===== src/rtl/shot_resolver.sv =====
// shot_resolver
//
// Projectile engine and hit judge. When the block is idle and fire is high, it
// latches the target and the launch parameters. It then steps a ball up a 32x32
// playfield. The ball reflects off the side walls. On the step where the ball
// reaches the target row, the shot is judged and result_valid pulses for one
// enabled cycle.
//
// Optional feature macro: SHOT_HIT_WINDOW_EN
//   defined   : a hit is scored when |ball_x - tx| <= 1
//   undefined : a hit is scored only on an exact column match
//
// Ports:
//   clk          in   system clock, rising edge
//   reset        in   asynchronous active-high reset
//   ena          in   global enable; all state freezes while low
//   fire         in   launch request, sampled only in IDLE
//   start_x[4:0] in   launch column
//   dx_in[2:0]   in   signed horizontal step (-4 is clamped to -3)
//   target_x[4:0] in  target column
//   target_y[4:0] in  target row (0 means 32 steps)
//   ball_x[4:0]  out  current ball column
//   ball_y[4:0]  out  current ball row
//   busy         out  high in FLIGHT and RESULT
//   result_valid out  pulse when a shot is judged
//   hit          out  verdict of the last judged shot
//   hit_count[3:0] out number of hits, saturating at 15
//
// Parameter:
//   STEP_DIV     enabled clock cycles per ball step (1..16)
//
// State | meaning
// ------+---------------------------------------------
// IDLE  | waiting for fire; ball outputs hold last shot
// FLIGHT| ball stepping every STEP_DIV enabled cycles
// RESULT| result_valid high; next enabled edge -> IDLE

module shot_resolver #(
    parameter int STEP_DIV = 4
) (
    input  logic       clk,
    input  logic       reset,
    input  logic       ena,
    input  logic       fire,
    input  logic [4:0] start_x,
    input  logic [2:0] dx_in,
    input  logic [4:0] target_x,
    input  logic [4:0] target_y,
    output logic [4:0] ball_x,
    output logic [4:0] ball_y,
    output logic       busy,
    output logic       result_valid,
    output logic       hit,
    output logic [3:0] hit_count
);

    typedef enum logic [1:0] {
        IDLE   = 2'd0,
        FLIGHT = 2'd1,
        RESULT = 2'd2
    } state_t;

    localparam logic [3:0] DIV_LAST = 4'(STEP_DIV - 1);

    state_t            state;
    logic [3:0]        div;
    logic [4:0]        tx;
    logic [4:0]        ty;
    logic signed [2:0] dx;

    logic signed [6:0] pos_ext;
    logic signed [6:0] dx_ext;
    logic signed [6:0] sum;
    logic signed [6:0] neg_sum;
    logic signed [6:0] far_sum;
    logic [4:0]        next_x;
    logic [4:0]        next_y;
    logic              reflect;
    logic              next_hit;
    logic [5:0]        diff;
    logic [5:0]        abs_diff;

    // -4 has no positive counterpart in 3 bits, so it is pulled in to -3
    function automatic logic signed [2:0] clamp_dx(input logic [2:0] raw);
        return (raw == 3'b100) ? 3'sb101 : $signed(raw);
    endfunction

    // One ball step with wall reflection, and the verdict it would produce
    always_comb begin
        pos_ext  = $signed({2'b00, ball_x});
        dx_ext   = {{4{dx[2]}}, dx};
        sum      = pos_ext + dx_ext;
        neg_sum  = -sum;
        far_sum  = 7'sd62 - sum;
        reflect  = 1'b0;
        next_x   = sum[4:0];
        if (sum < 7'sd0) begin
            next_x  = neg_sum[4:0];
            reflect = 1'b1;
        end else if (sum > 7'sd31) begin
            next_x  = far_sum[4:0];
            reflect = 1'b1;
        end
        // 5-bit row wraps, so ty == 0 matches after 32 steps
        next_y   = ball_y + 5'd1;
        diff     = {1'b0, next_x} - {1'b0, tx};
        abs_diff = diff[5] ? (6'd0 - diff) : diff;
`ifdef SHOT_HIT_WINDOW_EN
        next_hit = (abs_diff <= 6'd1);
`else
        next_hit = (abs_diff == 6'd0);
`endif
    end

    always_ff @(posedge clk or posedge reset) begin
        if (reset) begin
            state        <= IDLE;
            div          <= 4'd0;
            tx           <= 5'd0;
            ty           <= 5'd0;
            dx           <= 3'sd0;
            ball_x       <= 5'd0;
            ball_y       <= 5'd0;
            busy         <= 1'b0;
            result_valid <= 1'b0;
            hit          <= 1'b0;
            hit_count    <= 4'd0;
        end else if (ena) begin
            case (state)
                IDLE: begin
                    result_valid <= 1'b0;
                    if (fire) begin
                        tx     <= target_x;
                        ty     <= target_y;
                        dx     <= clamp_dx(dx_in);
                        ball_x <= start_x;
                        ball_y <= 5'd0;
                        div    <= 4'd0;
                        busy   <= 1'b1;
                        state  <= FLIGHT;
                    end
                end
                FLIGHT: begin
                    if (div == DIV_LAST) begin
                        div    <= 4'd0;
                        ball_x <= next_x;
                        ball_y <= next_y;
                        if (reflect) begin
                            dx <= -dx;
                        end
                        if (next_y == ty) begin
                            hit          <= next_hit;
                            result_valid <= 1'b1;
                            state        <= RESULT;
                            if (next_hit && hit_count != 4'd15) begin
                                hit_count <= hit_count + 4'd1;
                            end
                        end
                    end else begin
                        div <= div + 4'd1;
                    end
                end
                RESULT: begin
                    result_valid <= 1'b0;
                    busy         <= 1'b0;
                    state        <= IDLE;
                end
                default: begin
                    result_valid <= 1'b0;
                    busy         <= 1'b0;
                    state        <= IDLE;
                end
            endcase
        end
    end

endmodule


===== config.mk =====
export PLATFORM = sky130hd
export DESIGN_NAME = shot_resolver
export DESIGN_NICKNAME = d
export VERILOG_FILES = /design/src/rtl/shot_resolver.sv
export SDC_FILE = /design/constraint.sdc
export NUM_CORES = 1
export LEC_CHECK = 0
export ABC_AREA = 1
export CAP_MARGIN = 20
export CORE_AREA = 2 2 92 67
export CTS_BUF_LIST = sky130_fd_sc_hd__clkbuf_8
export CTS_CLUSTER_SIZE = 25
export DETAILED_ROUTE_END_ITERATION = 10
export DIE_AREA = 0 0 94 69
export GPL_TIMING_DRIVEN = 1
export HOLD_SLACK_MARGIN = 0.06
export PLACE_DENSITY = 0.7
export SYNTH_ARGS = -nofsm -noshare
export SYNTH_HDL_FRONTEND = slang
export SYNTH_SLANG_ARGS = --single-unit
export TNS_END_PERCENT = 1

===== constraint.sdc =====
create_clock -name clk -period 3.1 [get_ports clk]
set_clock_uncertainty 0.1 [all_clocks]
set_input_delay 0.62 -clock clk [delete_from_list [all_inputs] [get_ports clk]]
set_output_delay 0.62 -clock clk [all_outputs]
set_load 0.005 [all_outputs]

==> summary.txt <==
Setup path
  • Crit. End Element: flop
  • R2r worst-path depth: 20
  • Critical path class: reg -> reg
  • CP top delay family: simple AND/OR/NAND/NOR gates
  • Worst path cell trace: ha_2, inv_2, fa_2, buf_6, nor3_4, nand4_1, nand2_2, nand3b_1, nand2_1, nand2_2, nand2_2, ha_4, a21oi_2, nand2_1, o21bai_1, nand4_1, nor3_4, nand3_2, nand2_1, nand2_1
  • Worst path depth: 20
  • Setup crit start: dx[0]$_DFFE_PP0P_
  • CP bufs+invs: 2
  • Crit start category: flop
  • CP peak stage delay: 0.48 ns
  • Critical path arrival: between 3 and 4 ns
  • FF-to-FF Start: dx[0]$_DFFE_PP0P_
  • CP required: ~3.2 ns
  • Crit-path max FO: 5
  • Cell with the largest stage delay on the worst path: fa_2
  • Cell mode on critical path: nand2_1

Die
  • Die ar.: 6490 µm²
  • Die Wd: between 90 and 100 µm
  • Initial Util: between 40% and 50%
  • Core ar.: between 5000 and 6000 µm²
  • Top Ports: 39
  • Die height: around 69 µm
  • Row count: 23

GRT
  • Remaining Overflow, GRT: 0
  • Largest net degree at the start of global routing: 37
  • Initial antenna violation count: 0
  • First-pass GRT wire length: between 10 and 15 mm
  • Vias in the first global route: approximately 2200
  • Gr usage total: approximately a fifth

Clock network
  • Num CTS Buffers: 5
  • Clock-pin slew on the worst setup and hold paths: approximately 0.070 ns
  • Buffers from clock root to sink, at most: 2
  • CTS Root Cell: clkbuf_8
  • Clock sinks: 36
  • Depth of the CTS H-tree: 2
  • Worst-Skew Late Latency: 0.29 ns
  • CTS tree: yes

Detailed routing
  • Post-route ant nets: 0
  • DR pass1 iterations: 4
  • Post-DR vias/cell: between 4 and 5
  • Drt total wl: between 6 and 7 mm
  • Routed wire per std cell: approximately 12 µm
  • DRC errors left: 0
  • First DRT Iteration DRCs: slightly above 100
  • DR vias: ~2300

Yosys
  • Synth unique cells: 35
  • Synthesized cell area: 2470 µm²
  • Post-Syn Instances: 330
  • Post-synthesis sequential area ratio: roughly 36%
  • Top cell type's share of synthesized area: 36.5%
  • Top-count cell post-synth: nand2_1
  • Avg Synthesized Cell Area: 7.48 µm²
  • Post-synth EDFFs: 0
  • Area leader, netlist: dfrtp_1
  • #FFs+latches synth: 36
  • Top post-synthesis cells by count: nand2_1 (99), inv_1 (46), dfrtp_1 (36), nand3_1 (25), nor2_1 (21)
  • Syn_nets: roughly 370
  • Yosys Warn Count: 0
  • Dominant cells by area after synthesis: dfrtp_1 (36%), nand2_1 (15%), ha_1 (9.1%)
  • Primary FF master, synth: dfrtp_1
  • Post-synth ARST share: between 90% and 100%

Timing
  • Worst Tran Pin Value: between 0.4 and 0.5 ns
  • Fmax: 0.282 GHz
  • Setup violations, final: 5
  • RSZ-0062 raised after global routing: yes
  • Setup tns final: -2.11 ns
  • Final min period: 3.55 ns
  • Relative slew slack: 68.2%
  • Final setup margin: -0.448 ns
  • Period utilisation layout: 114%
  • Fin. Hold Viols: 0
  • Final Slew Violations: 0

Outcome
  • Status: complete, but fails checks
  • Failing checks: setup timing

Placement
  • HPWL after detailed placement: around 4.4 mm
  • Number of port buffers: 38
  • Final Wtd Congestion: roughly 0.9

Hold path
  • HP Class: reg -> reg
  • Worst Hold Depth: 2
  • Hold Path Origin: tx[0]$_DFFE_PP0P_

Layout
  • Antenna cells: 0
  • Area delta synth->final: 38.2%
  • Layout Nets: ~450
  • Share of cells above drive strength 1: about 22%

Flow run
  • Max cap viols: 0
per-layer routing:
metal / vias to the layer above / part of all wire (%) / routed length (µm) / GRT usage, %
met5: - / 0 / 0 / 0
met4: 0 / 0.43 / 26 / 3.54
met3: 5 / 4.0 / 240 / 4.04
met2: 47 / 45 / 2700 / 30.2
met1: 1056 / 51 / 3050 / 28.1
li1: 1206 / - / - / -
worst paths after layout:
| kind | endpoint | slack, ns |
|---|---|---|
| max | hit_count[0]$_DFFE_PP0P_ | -0.45 |
| min | tx[0]$_DFFE_PP0P_ | 0.39 |
| max reg2reg | hit_count[0]$_DFFE_PP0P_ | -0.45 |
| min reg2reg | tx[0]$_DFFE_PP0P_ | 0.39 |
| max in group asynchronous | dx[2]$_DFFE_PP0P_ | 1.91 |
| min in group asynchronous | ball_x[4]$_DFFE_PP0P_ | 0.64 |
layout make-up:
type	instances	area (µm²)
well taps	75	93.8
fillers	503	2200
repair buffers	74	666
clock buffers	5	68.8
inverters	53	199
flip-flops and latches	36	902
multi-input cells	237	1450
clock inverters	3	38.8
worst min-delay path: stages (launching register included):
cell and delay [ns]:
dfrtp_1 0.36, nand2_1 0.06, nand2_1 0.05
stage by stage:
step / worst slack, ns / std cells / util, % / hold slack [ns] / area [µm²]
floorplan: -0.210 / 330 / - / 0.348 / 2510
global placement: -0.388 / 465 / 56.2 / 0.364 / 3160
detailed placement: -0.494 / 465 / 56.2 / 0.372 / 3160
CTS: -0.430 / 479 / 59.5 / 0.400 / 3340
global route: -0.679 / 483 / 60.8 / 0.415 / 3410
finish: -0.448 / 483 / 60.8 / 0.393 / 3410
cells in the final DEF, fill, tap and decap left out, types with 6 or more instances in the layout:
| cell type | synthesis | final |
|---|---|---|
| nand2_1 | 99 | 93 |
| nand2_2 | 3 | 9 |
| clkdlybuf4s50_1 | 0 | 38 |
| nor3_1 | 6 | 6 |
| dfrtp_1 | 36 | 35 |
| inv_1 | 46 | 42 |
| nand3_1 | 25 | 22 |
| xor2_1 | 8 | 8 |
| nand4_1 | 7 | 7 |
| nor2_1 | 21 | 20 |
| ha_1 | 18 | 13 |
| o21ai_0 | 14 | 14 |
| buf_4 | 0 | 32 |
| inv_2 | 7 | 12 |
sequential cells by signal, indices dropped and copies added (netlist names):
| register | count |
|---|---|
| result_valid | 1 |
| dx | 3 |
| ball_x | 5 |
| busy | 1 |
| state | 2 |
| tx | 5 |
| hit_count | 4 |
| div | 4 |
| ty | 5 |
| ball_y | 5 |
| hit | 1 |
logic make-up after synthesis:
family	after synthesis	synth area share (%)
AOI/OAI and AO/OA	31	6.89
xor gates and xnor gates	11	3.90
adders and majority gates	20	10.7
buffers and inverters	57	9.02
DFF	36	36.5
and+or+nand+nor	175	33.0
repair_timing:
| item | 4_1_cts | 5_1_grt |
|---|---|---|
| endpoints found under the setup margin | 5 | 5 |
| pin swaps | 17 | 15 |
| setup buffers | 6 | 4 |
| hold buffers | 0 | 0 |
| resized for setup | 9 | 14 |
Power is not shown: default switching activity piles up to over one toggle a cycle in this logic, so the estimate is an artifact.
